==> src/rtl/regs_xbar_pkg.sv <==
// Shared decode constants, FSM state type and byte-strobe merge helper for regs_xbar.
package regs_xbar_pkg;

    // Region field inside the ARM byte address
    localparam int REGION_MSB = 23;
    localparam int REGION_LSB = 20;

    // Read data returned with every error response
    localparam logic [31:0] ERRDATA = 32'hFFFF_FFFF;

    typedef enum logic {
        ST_IDLE = 1'b0,
        ST_WAIT = 1'b1
    } state_t;

    // Replace only the bytes whose strobe bit is set
    function automatic logic [31:0] strb_merge(
        input logic [31:0] old_word,
        input logic [31:0] new_word,
        input logic [3:0]  strb
    );
        logic [31:0] merged;
        for (int b = 0; b < 4; b++) begin
            merged[8*b +: 8] = strb[b] ? new_word[8*b +: 8] : old_word[8*b +: 8];
        end
        return merged;
    endfunction

endpackage

==> src/rtl/regs_timeout.sv <==
// Saturating wait counter: cleared by i_load, counts while i_en, flags expiry on the
// cycle whose clock edge brings the count up to LIMIT. LIMIT = 0 never expires.
module regs_timeout #(
    parameter int LIMIT = 1023
) (
    input  logic clk,
    input  logic rstn,
    input  logic i_load,
    input  logic i_en,
    output logic o_expired
);

    localparam int            CW  = (LIMIT > 0) ? $clog2(LIMIT + 1) : 1;
    localparam logic [CW-1:0] LIM = CW'(LIMIT);

    logic [CW-1:0] r_cnt;

    // Counter: load clears, enable increments, holds at LIMIT
    always_ff @(posedge clk or negedge rstn) begin
        if (!rstn) begin
            r_cnt <= '0;
        end else if (i_load) begin
            r_cnt <= '0;
        end else if (i_en && (r_cnt != LIM)) begin
            r_cnt <= r_cnt + 1'b1;
        end
    end

    generate
        if (LIMIT == 0) begin : g_never
            logic w_unused_cnt;
            assign w_unused_cnt = ^{r_cnt, i_en};
            assign o_expired    = 1'b0;
        end else begin : g_limit
            localparam logic [CW-1:0] LIM_M1 = CW'(LIMIT - 1);
            assign o_expired = i_en && (r_cnt >= LIM_M1);
        end
    endgenerate

endmodule

==> src/rtl/regs_xbar.sv <==
// ARM register crossbar: local register file in region 0, request/ack channels in
// regions 1..NCH, with byte-strobe writes, wait timeout and error responses.
module regs_xbar
    import regs_xbar_pkg::*;
#(
    parameter int                   NREGS   = 16,
    parameter int                   NCH     = 2,
    parameter int                   ADDRW   = 20,
    parameter int                   TIMEOUT = 1023,
    parameter logic [NREGS*32-1:0]  RSTVAL  = '0
) (
    input  logic                    clk,
    input  logic                    rstn,
    input  logic [31:0]             armaddr,
    input  logic [31:0]             armwdata,
    input  logic [3:0]              armwstrb,
    input  logic                    armwr,
    input  logic                    armreq,
    output logic                    armack,
    output logic                    armerr,
    output logic [31:0]             armrdata,
    output logic [NREGS*32-1:0]     regq,
    output logic [NREGS-1:0]        regwr,
    output logic [NCH*ADDRW-1:0]    chaddr,
    output logic [NCH*32-1:0]       chwdata,
    output logic [NCH*4-1:0]        chwstrb,
    output logic [NCH-1:0]          chwr,
    output logic [NCH-1:0]          chreq,
    input  logic [NCH-1:0]          chack,
    input  logic [NCH-1:0]          cherr,
    input  logic [NCH*32-1:0]       chrdata
);

    localparam int          IDXW    = (NREGS > 1) ? $clog2(NREGS) : 1;
    localparam int          CHW     = (NCH > 1) ? $clog2(NCH) : 1;
    localparam logic [31:0] NREGS_U = NREGS;
    localparam logic [31:0] NCH_U   = NCH;

    state_t            r_state;
    state_t            w_state_next;
    logic              r_armreq0;
    logic              r_armack;
    logic              r_armerr;
    logic [31:0]       r_armrdata;
    logic [CHW-1:0]    r_sel;
    logic [31:0]       r_regs [NREGS];
    logic              r_regwr [NREGS];
    logic [ADDRW-1:0]  r_chaddr [NCH];
    logic [31:0]       r_chwdata [NCH];
    logic [3:0]        r_chwstrb [NCH];
    logic              r_chwr [NCH];
    logic              r_chreq [NCH];

    logic              w_edge;
    logic [3:0]        w_region;
    logic [17:0]       w_index;
    logic [IDXW-1:0]   w_word;
    logic              w_local_hit;
    logic              w_ch_hit;
    logic [3:0]        w_ch_idx;
    logic [31:0]       w_local_rd;
    logic              w_expired;
    logic              w_wait;
    logic              w_ack_next;
    logic              w_err_next;
    logic [31:0]       w_rdata_next;
    logic              w_local_wr;
    logic              w_ch_start;
    logic              w_ch_done;
    logic              w_unused_addr;

    assign w_edge        = armreq & ~r_armreq0;
    assign w_region      = armaddr[REGION_MSB:REGION_LSB];
    assign w_index       = armaddr[19:2];
    assign w_word        = w_index[IDXW-1:0];
    assign w_local_hit   = (w_region == 4'd0) && ({14'd0, w_index} < NREGS_U);
    assign w_ch_hit      = (w_region != 4'd0) && ({28'd0, w_region} <= NCH_U);
    assign w_ch_idx      = w_region - 4'd1;
    assign w_local_rd    = r_regs[w_word];
    assign w_wait        = (r_state == ST_WAIT);
    assign w_unused_addr = ^{armaddr[31:24], armaddr[1:0]};

    regs_timeout #(
        .LIMIT      (TIMEOUT)
    ) u_timeout (
        .clk        (clk),
        .rstn       (rstn),
        .i_load     (w_ch_start),
        .i_en       (w_wait),
        .o_expired  (w_expired)
    );

    // Next-state and response decode; ack/err/rdata are registered below
    always_comb begin
        w_state_next = r_state;
        w_ack_next   = 1'b0;
        w_err_next   = r_armerr;
        w_rdata_next = r_armrdata;
        w_local_wr   = 1'b0;
        w_ch_start   = 1'b0;
        w_ch_done    = 1'b0;
        case (r_state)
            ST_IDLE: begin
                if (w_edge) begin
                    if (w_local_hit) begin
                        w_ack_next = 1'b1;
                        w_err_next = 1'b0;
                        if (armwr) begin
                            w_local_wr = 1'b1;
                        end else begin
                            w_rdata_next = w_local_rd;
                        end
                    end else if (w_ch_hit) begin
                        w_ch_start   = 1'b1;
                        w_state_next = ST_WAIT;
                    end else begin
                        w_ack_next   = 1'b1;
                        w_err_next   = 1'b1;
                        w_rdata_next = ERRDATA;
                    end
                end
            end
            ST_WAIT: begin
                // A real ack beats a coincident timeout
                if (chack[r_sel]) begin
                    w_ack_next   = 1'b1;
                    w_err_next   = cherr[r_sel];
                    w_rdata_next = chrdata[32*r_sel +: 32];
                    w_ch_done    = 1'b1;
                    w_state_next = ST_IDLE;
                end else if (w_expired) begin
                    w_ack_next   = 1'b1;
                    w_err_next   = 1'b1;
                    w_rdata_next = ERRDATA;
                    w_ch_done    = 1'b1;
                    w_state_next = ST_IDLE;
                end
            end
            default: w_state_next = ST_IDLE;
        endcase
    end

    // State, request-edge history, response registers and selected channel
    always_ff @(posedge clk or negedge rstn) begin
        if (!rstn) begin
            r_state    <= ST_IDLE;
            r_armreq0  <= 1'b1;
            r_armack   <= 1'b0;
            r_armerr   <= 1'b0;
            r_armrdata <= '0;
            r_sel      <= '0;
        end else begin
            r_state    <= w_state_next;
            r_armreq0  <= armreq;
            r_armack   <= w_ack_next;
            r_armerr   <= w_err_next;
            r_armrdata <= w_rdata_next;
            if (w_ch_start) begin
                r_sel <= w_ch_idx[CHW-1:0];
            end
        end
    end

    assign armack   = r_armack;
    assign armerr   = r_armerr;
    assign armrdata = r_armrdata;

    genvar gi;
    generate
        for (gi = 0; gi < NREGS; gi++) begin : g_reg
            // Local register with byte-strobe merge and one-cycle write pulse
            always_ff @(posedge clk or negedge rstn) begin
                if (!rstn) begin
                    r_regs[gi]  <= RSTVAL[32*gi +: 32];
                    r_regwr[gi] <= 1'b0;
                end else begin
                    r_regwr[gi] <= 1'b0;
                    if (w_local_wr && (w_word == IDXW'(gi)) && (armwstrb != 4'd0)) begin
                        r_regs[gi]  <= strb_merge(r_regs[gi], armwdata, armwstrb);
                        r_regwr[gi] <= 1'b1;
                    end
                end
            end
            assign regq[32*gi +: 32] = r_regs[gi];
            assign regwr[gi]         = r_regwr[gi];
        end

        for (gi = 0; gi < NCH; gi++) begin : g_ch
            // Channel request fields latched on start; request held until done
            always_ff @(posedge clk or negedge rstn) begin
                if (!rstn) begin
                    r_chaddr[gi]  <= '0;
                    r_chwdata[gi] <= '0;
                    r_chwstrb[gi] <= '0;
                    r_chwr[gi]    <= 1'b0;
                    r_chreq[gi]   <= 1'b0;
                end else if (w_ch_start && (w_ch_idx == 4'(gi))) begin
                    r_chaddr[gi]  <= armaddr[ADDRW-1:0];
                    r_chwdata[gi] <= armwdata;
                    r_chwstrb[gi] <= armwstrb;
                    r_chwr[gi]    <= armwr;
                    r_chreq[gi]   <= 1'b1;
                end else if (w_ch_done) begin
                    r_chreq[gi]   <= 1'b0;
                end
            end
            assign chaddr[ADDRW*gi +: ADDRW] = r_chaddr[gi];
            assign chwdata[32*gi +: 32]      = r_chwdata[gi];
            assign chwstrb[4*gi +: 4]        = r_chwstrb[gi];
            assign chwr[gi]                  = r_chwr[gi];
            assign chreq[gi]                 = r_chreq[gi];
        end
    endgenerate

endmodule

==> config.mk <==
export PLATFORM = sky130hd
export DESIGN_NAME = regs_xbar
export DESIGN_NICKNAME = d
export VERILOG_FILES = /design/src/rtl/regs_xbar_pkg.sv /design/src/rtl/regs_timeout.sv /design/src/rtl/regs_xbar.sv
export SDC_FILE = /design/constraint.sdc
export NUM_CORES = 1
export LEC_CHECK = 0
export ABC_AREA = 1
export CAP_MARGIN = 20
export CORE_AREA = 2 2 321 323
export DETAILED_ROUTE_END_ITERATION = 8
export DIE_AREA = 0 0 323 325
export HOLD_SLACK_MARGIN = 0.05
export SYNTH_ARGS = -nofsm -noshare
export SYNTH_HDL_FRONTEND = slang
export SYNTH_SLANG_ARGS = --single-unit
==> constraint.sdc <==
create_clock -name clk -period 2.2 [get_ports clk]
set_input_delay 0.22 -clock clk [delete_from_list [all_inputs] [get_ports clk]]
set_output_delay 0.22 -clock clk [all_outputs]
set_load 0.05 [all_outputs]
# Word level (Yosys, flattened, before mapping)
# Cells that the tools add are included.
[word_totals]
wordCells = 301
out_inout_bits = 678
regBits = 691
in_bits = 140
[op_classes]
magnitude_cmp = 5
mux = 59
addsub = 2
shifts = 1
n_bitwise = 4
n_reduce_logical = 112
eq_ne = 21
[op_table]
columns = ["cell", "count"]
rows = [
  ["$mux W32", 8],
  ["$bmux W32 S4", 1],
  ["$reduce_and A2 Y1", 64],
  ["$pmux W32 S2", 1],
  ["$shiftx A64 B7 Y32", 1],
  ["$mux W1", 44],
  ["$logic_and A1 B1 Y1", 38],
  ["$eq A4 B4 Y1 const B", 8],
  ["$mux W10", 2],
  ["$lt A18 B5 Y1 const B", 1],
  ["$eq A4 B3 Y1 const B", 4],
  ["$logic_not A4 Y1", 3],
  ["$add A10 B1 Y10 const B", 1],
  ["$ge A10 B10 Y1 const B", 1],
  ["$ne A10 B10 Y1 const B", 1],
  ["$eq A4 B1 Y1 const B", 2],
  ["$eq A4 B2 Y1 const B", 2],
  ["$reduce_bool A4 Y1", 2],
  ["$ne A3 B3 Y1 const B", 2],
  ["$pmux W1 S2", 3],
  ["$reduce_bool A2 Y1", 3],
  ["$ge A5 B5 Y1 const B", 1],
  ["$not A4 Y5", 1],
  ["$le A4 B2 Y1 const B", 1],
  ["other kinds (8)", 9],
]

# Logic depth before layout (Yosys ltp)
# Gate-level depths: netlist (run 1).
[logic_depth]
ltp_word = 8
ltp_mapped = 13
ltp_nobuf = 11

# By module
# From an unflattened synthesis (run 1), not the netlist that was laid out.
[unflattened]
cells_unflattened = 4711
area_unflattened_um2 = 34041.4
[modules_own_cells]
columns = ["mod", "area_per_inst_um2", "seq_area_each_um2", "cells_per_inst", "instances"]
rows = [
  ["regs_xbar", 33394.5, 17042.6, 4621, 1],
  ["regs_timeout", 646.9, 250.2, 90, 1],
]

# Worst setup path before layout (run 1)
# Ideal clock, no wire load.
[synth_path]
path_type = "register to register"
startpoint = "reg r_state"
endpoint = "reg r_chwdata, in the netlist chwdata[41]"
arrival_ps = 1742
slack_ps = 326
synth_period_minus_slack_ps = 1874
stages_incl_launch_ff = 12
path_buffers = 4
setup_ps = 132
cell_sequence = "dfrtp_1 -> buf_2 -> inv_2 -> nand2_1 -> nor2_4 -> nand3_2 -> or2_2 -> buf_2 -> buf_2 -> buf_2 -> nand2_1 -> o21ai_1"
[synth_via]
elab_chain_cells = 2
[synth_lines]
columns = ["item", "line_no", "source"]
rows = [
  ["start, declared", "regs_xbar.sv:39", "state_t r_state;"],
  ["start signal, assigned", "regs_xbar.sv:153", "r_state <= w_state_next;"],
  ["$mux W1", "regs_xbar.sv:102", "case (r_state)"],
  ["$logic_and A1 B1 Y1", "regs_xbar.sv:197", "end else if (w_ch_start && (w_ch_idx == 4'(gi))) begin"],
  ["end signal, assigned by index", "regs_xbar.sv:199", "r_chwdata[gi] <= armwdata;"],
  ["end, declared", "regs_xbar.sv:49", "logic [31:0] r_chwdata [NCH];"],
]
# Every way passes these cells.
# A chain may end at the register's enable or synchronous reset.

# Final worst setup path (run 1)
[layout_path]
startpoint = "reg r_regs, in the netlist regq[94]"
endpoint = "out regq[94]"
[layout_rtl]
columns = ["item", "line_no", "source"]
rows = [
  ["start, declared", "regs_xbar.sv:46", "logic [31:0] r_regs [NREGS];"],
  ["start signal, assigned by index", "regs_xbar.sv:174", "r_regs[gi] <= RSTVAL[32*gi +: 32];"],
  ["start signal, assigned by index", "regs_xbar.sv:179", "r_regs[gi] <= strb_merge(r_regs[gi], armwdata, armwstrb);"],
  ["end, declared", "regs_xbar.sv:22", "output logic [NREGS*32-1:0] regq,"],
]
# No word-level cell between the ends.

==> summary.md, run 1 <==
| Metric | Value |
|---|---|
| WS Path Type | flop to output port |
| # IOs | 818 |
| Top post-synthesis cells by count | nand2_1 (1942), dfrtp_1 (690), inv_1 (608) |
| RSZ-0062 raised after global routing | false |
| Yosys reg bits | 691 |
| Setup TNS | 0 ps |
| DP Area | 46090 sq um |
| Clk buf depth | 3 |
| Final ANT Viol Nets | 0 |
| DR vias | 35100 |
| Count leader, synth | nand2_1 |
| Worst path depth | 1 |
| Largest net degree at the start of global routing | 121 |
| Critical Path End Type | output port |
| CP bufs+invs | 1 |
| Status | finished, final reports clean |
| Top FF cell, synth | dfrtp_1 |
| Placer Congestion | 0.9425 |
| Die height | 325 um |
| Delay-heaviest family, CP | buffers and inverters |
| Synthesized instance count | 4632 |
| Total global routing overflow | 0 |
| Fin. max-slew vios | 0 |
| Clk slew on worst S/H paths | 60 ps |
| Post-detail-place hpwl | 131800 um |
| Seq pwr share | 39.0% |
| Total die area | 105000 sq um |
| Vias in the first global route | 34440 |
| Clock sink count | 691 |
| Synth cell types | 32 |
| Critical Path Slowest Stage Cell | clkdlybuf4s50_1 |
| Crit path DAT | 1960 ps |
| Worst IR drop on VDD | 0.5516 mV |
| Drt drc | 0 |
| EDFF count, synth | 0 |
| Syn Area/Cell | 7.351 sq um |
| Seq/Total Area, Yosys | 50.79% |
| Crit path max fanout | 3 |
| Synth top area share | 50.71% |
| Ys async rst share | 100.0% |
| Worst hold path class | input pin to flop |
| First-pass GRT wire length | 242400 um |
| Leakage | 25.72 nW |
| Die width | 323 um |
| WHS | 131.1 ps |
| CTS tree | built |
| Core area | 101300 sq um |
| Worst setup margin | 23.26 ps |
| P&R area growth vs syn | 44.71% |
| Avg Vias per Cell | 4.984 |
| Tmin final | 2177 ps |
| Clock Power Share | 41.5% |
| Initial core utilization | 33.61% |
| Period utilization | 98.94% |
| Power per cell area | 721.6 nW/um^2 |
| Final setup viols | 0 |
| Achievable Freq | 0.4594 GHz |
| Worst path cell trace | clkdlybuf4s50_1 |
| All-layer global routing usage | 31.69% |
| Layout net count | 5745 |
| Hold path cells | 3 |
| Startpoint types | flop |
| Comb pwr share | 19.5% |
| Worst EP required | 1980 ps |
| Share of cells above drive strength 1 | 11.18% |
| CTS root buf | clkbuf_16 |
| Syn Nets | 4774 |
| Max capacitance violation total | 0 |
| Sw Share | 31.73% |
| # rows | 117 |
| CTS buffer count | 85 |
| H-tree levels | 3 |
| Reg2Reg Depth | 11 |
| Synth top area cells | dfrtp_1 (51%), nand2_1 (21%), inv_1 (6.7%) |
| Port bufs | 809 |
| Fin util | 48.64% |
| Slew headroom | 40.47% |
| Yosys warns | 0 |
| Antenna violations before repair | 6 |
| Internal power | 24.27 mW |
| 1st-pass router iterations | 6 |
| Post-Synthesis Cell Area | 34050 sq um |
| Final Skew | 21.59 ps |
| Worst skew pair latency | 670 ps |
| Wirelength per Cell | 24.15 um |
| Critical path's largest stage delay | 910 ps |
| Final hold vios | 0 |
| Slew @ Worst Pin | 890.0 ps |
| Dominant cell type by area after synthesis | dfrtp_1 |
| NetSw | 11.28 mW |
| Pre-CTS setup slack | -400.5 ps |
| Design Area, Final | 49270 sq um |
| Drt initial violations | 2868 |
| Total routed wirelength | 170100 um |
final cells by class:
class | instances | area (sq um)
diodes | 4 | 10.01
clock buffers | 128 | 2521
clock inverters | 26 | 381.6
fillers | 10070 | 52030
inverters | 616 | 2317
multi-input cells | 3050 | 13410
flip-flops and latches | 691 | 17290
well taps | 1368 | 1712
repair buffers | 1159 | 11620
metal layers:
metal / up-vias / GRT usage, % / part of all wire [%]
met2: 1436 / 53.03 / 48
met3: 331 / 9.582 / 8.9
met5: - / 0 / 0.015
li1: 16340 / - / -
met1: 16990 / 37.34 / 38
met4: 4 / 13.96 / 4.9
power groups by stage:
| stage | Sequential, mW | Combinational (mW) | Clock [mW] |
|---|---|---|---|
| 2_1_floorplan | 16.1 | 1.63 | 0 |
| 3_3_place_gp | 14.1 | 6.92 | 0 |
| 3_5_place_dp | 14.1 | 6.96 | 0 |
| 4_1_cts | 13.8 | 6.96 | 15.0 |
| 5_1_grt | 13.9 | 7.34 | 15.5 |
| 6_report | 13.9 | 6.93 | 14.8 |
flip-flops by register name (all words and copies together), names as in the netlist:
register         flops
armack               1
armerr               1
armrdata            32
chaddr              40
chreq                2
chwdata             64
chwr                 2
chwstrb              8
r_armreq0            1
r_sel                1
r_state              1
regq               512
regwr               16
u_timeout.r_cnt     10
cell families (layout without fill, tap and decap cells):
family          Yosys count  after routing  synth area share, %
flops                   691            691                50.79
xor+xnor                  4              4               0.1029
compound gates          277            277                4.105
mux                       1              1              0.02940
simple gates           2766           2766                34.53
fa+ha+maj                 2              2              0.07349
other cells               0              4                    0
buf+inv                 891           1929                10.37
timing repair:
item / CTS / global route
resized for setup: 104 / 57
cloned: 0 / 2
pin swaps: 0 / 3
setup endpoints to repair: 104 / 252
hold buffers: 7 / 0
hold endpoints to repair: 578 / 0
setup buffers: 0 / 5
final timing paths:
path                                              start  slack, ps                 endpoint
min in group asynchronous                          rstn        190     regq[69]$_DFFE_PN0P_
worst min-delay path                         armaddr[1]        130   chaddr[21]$_DFFE_PN0P_
worst max register to register        r_state$_DFF_PN0_        170    regq[176]$_DFFE_PN0P_
worst max-delay path               regq[94]$_DFFE_PN0P_         20                 regq[94]
max in group asynchronous                          rstn        690    regq[332]$_DFFE_PN0P_
worst min register to register  armrdata[6]$_DFFE_PN0P_        480  armrdata[6]$_DFFE_PN0P_
stage by stage:
step | std cells | power [mW]
2_1_floorplan | 4632 | 17.68
3_3_place_gp | 6871 | 20.98
3_5_place_dp | 6871 | 21.03
4_1_cts | 7032 | 35.79
5_1_grt | 7039 | 36.78
6_report | 7042 | 35.55
placed cells by master (no fill, tap or decap), types with 18 or more instances in the layout:
cell	n
nand2_1	1940
dfrtp_1	690
inv_1	607
clkdlybuf4s50_1	601
buf_4	325
nand3_1	318
nand4_1	259
nor2_1	173
o21ai_1	136
o21ai_0	112
dlygate4sd2_1	104
clkbuf_16	89
buf_12	86
a21oi_1	25
dlymetal6s2s_1	25
clkbuf_1	22
clkbuf_8	19
nand2_2	18
No activity file was read; power rests on OpenSTA's default activity.
==> run 2, diff against run 1 <==
--- a/config.mk
+++ b/config.mk
@@ -11,6 +11,7 @@
 export DETAILED_ROUTE_END_ITERATION = 8
 export DIE_AREA = 0 0 323 325
 export HOLD_SLACK_MARGIN = 0.05
+export SLEW_MARGIN = 20
 export SYNTH_ARGS = -nofsm -noshare
 export SYNTH_HDL_FRONTEND = slang
 export SYNTH_SLANG_ARGS = --single-unit
==> constraint.sdc (replaced) <==
create_clock -name clk -period 2.15 [get_ports clk]
set_input_delay 0.215 -clock clk [delete_from_list [all_inputs] [get_ports clk]]
set_output_delay 0.215 -clock clk [all_outputs]
set_load 0.05 [all_outputs]
==> summary.md, run 2 (synthesized netlist as in run 1, its figures left out) <==
| Metric | Value |
|---|---|
| Design Area, Final | 48880 sq um (-0.79%) |
| Wirelength per Cell | 24.16 um (about the same) |
| Core area | 101300 sq um (unchanged) |
| Fin. max-slew vios | 0 (unchanged) |
| 1st-pass router iterations | 6 (unchanged) |
| WS Path Type | flop to output port |
| Initial core utilization | 33.61% (unchanged) |
| Worst IR drop on VDD | 0.6310 mV (+14%) |
| Drt initial violations | 2904 (+1.3%) |
| Antenna violations before repair | 6 (unchanged) |
| Delay-heaviest family, CP | buffers and inverters |
| Final hold vios | 0 (unchanged) |
| Crit path DAT | 1900 ps (-60 ps) |
| Max reg flops | 512 (unchanged) |
| Share of cells above drive strength 1 | 11.43% (+0.25 points) |
| Total die area | 105000 sq um (unchanged) |
| Die width | 323 um (unchanged) |
| Startpoint types | flop |
| Final ANT Viol Nets | 0 (unchanged) |
| Reg2Reg Depth | 11 (unchanged) |
| Setup TNS | 0 ps (unchanged) |
| CP bufs+invs | 1 (unchanged) |
| Multi-input logic area | 13310 sq um (-0.76%) |
| Post-detail-place hpwl | 132600 um (+0.66%) |
| Sequential cell area | 17290 sq um (unchanged) |
| P&R area growth vs syn | 43.57% |
| Total global routing overflow | 0 (unchanged) |
| CTS buffer count | 82 (-3.5%) |
| Hold path cells | 4 (+1) |
| Tmin final | 2116 ps |
| DR vias | 35130 (+0.097%) |
| H-tree levels | 3 (unchanged) |
| Critical Path Slowest Stage Cell | clkdlybuf4s50_1 |
| # IOs | 818 (unchanged) |
| Status | finished, final reports clean |
| Fin util | 48.25% (-0.38 points) |
| All-layer global routing usage | 31.69% (about the same) |
| CTS tree | built |
| WHS | 148.4 ps (+17.32 ps) |
| Slew @ Worst Pin | 774.6 ps (-115.4 ps) |
| Pre-CTS setup slack | -455.7 ps (-55.14 ps) |
| Clock sink count | 691 (unchanged) |
| Clk buf depth | 3 (unchanged) |
| Layout net count | 5747 (+0.035%) |
| DP Area | 46190 sq um (+0.23%) |
| PnR Total Power | 35.73 mW (+0.49%) |
| Commonest non-fill, non-tap cells in the layout | nand2_1 (1940), dfrtp_1 (690), inv_1 (607) |
| CTS root buf | clkbuf_16 |
| Power per cell area | 730.9 nW/um^2 (+1.3%) |
| Worst EP required | 1930 ps (-50 ps) |
| Placer Congestion | 0.9414 (-0.12%) |
| Crit path max fanout | 3 (unchanged) |
| Leakage | 25.55 nW (-0.66%) |
| Final setup viols | 0 (unchanged) |
| Filler instances | 10240 (+1.7%) |
| Worst skew pair latency | 640 ps (-30 ps) |
| Critical Path End Type | output port |
| Largest net degree at the start of global routing | 121 (unchanged) |
| Commonest non-fill, non-tap cell in the layout | nand2_1 |
| Achievable Freq | 0.4727 GHz |
| Final Skew | 13.00 ps (-8.592 ps) |
| Worst path depth | 1 (unchanged) |
| # rows | 117 (unchanged) |
| Worst setup margin | 34.35 ps (+11.09 ps) |
| Slew headroom | 48.36% (+7.9 points) |
| Max capacitance violation total | 0 (unchanged) |
| Total routed wirelength | 170100 um (about the same) |
| Avg Vias per Cell | 4.990 (+0.11%) |
| Drt drc | 0 (unchanged) |
| Critical path's largest stage delay | 860 ps (-50 ps) |
| Period utilization | 98.40% |
| Die height | 325 um (unchanged) |
| Clk slew on worst S/H paths | 60 ps (about the same) |
| Worst hold path class | input pin to flop |
| Worst path cell trace | clkdlybuf4s50_1 |
| RSZ-0062 raised after global routing | true |
| Port bufs | 809 (unchanged) |
| Vias in the first global route | 34250 (-0.56%) |
| Cell Count, Final, Fillers Out | 7041 (-0.014%) |
| First-pass GRT wire length | 242400 um (about the same) |
| # placed instances | 6880 (+0.13%) |
run 2: final cells by class:
class                           count  share of cell area, %
Inverter                          616                  4.740
Tap cell                         1368                  3.502
Sequential cell                   691                  35.38
Clock inverter                     23                 0.6322
Antenna cell                        5                0.02560
Clock buffer                      124                  4.953
Timing Repair Buffer             1164                  23.54
Multi-Input combinational cell   3050                  27.23
run 2: routing by layer:
layer | vias to the layer above | global-route usage [%] | part of all wire [%]
met4 | 2 | 15.38 | 5.4
met5 | - | 0 | 0.0076
li1 | 16330 | - | -
met3 | 342 | 9.912 | 9.6
met2 | 1450 | 52.10 | 47
met1 | 17010 | 37.35 | 38
run 2: path summary, 6_finish.rpt:
kind / start / endpoint / slack, ps
min reg2reg: armrdata[8]$_DFFE_PN0P_ / armrdata[8]$_DFFE_PN0P_ / 480
max: regq[440]$_DFFE_PN0P_ / regq[440] / 30
max reg2reg: r_state$_DFF_PN0_ / regq[230]$_DFFE_PN0P_ / 110
min: armaddr[2] / chaddr[22]$_DFFE_PN0P_ / 150
min in group asynchronous: rstn / regq[454]$_DFFE_PN0P_ / 610
max in group asynchronous: rstn / regq[389]$_DFFE_PN0P_ / 620
run 2: repair_timing:
item	4_1_cts	5_1_grt
cloned	0	0
setup buffers	0	1
endpoints found under the setup margin	199	75
hold endpoints to repair	442	0
hold buffers	8	0
resized for setup	199	35
pin swaps	0	0
run 2: where the power goes:
part	internal, mW	switching (mW)	total, mW
logic	2.19	4.91	7.10
clock network	8.59	5.87	14.5
registers	13.7	0.492	14.2
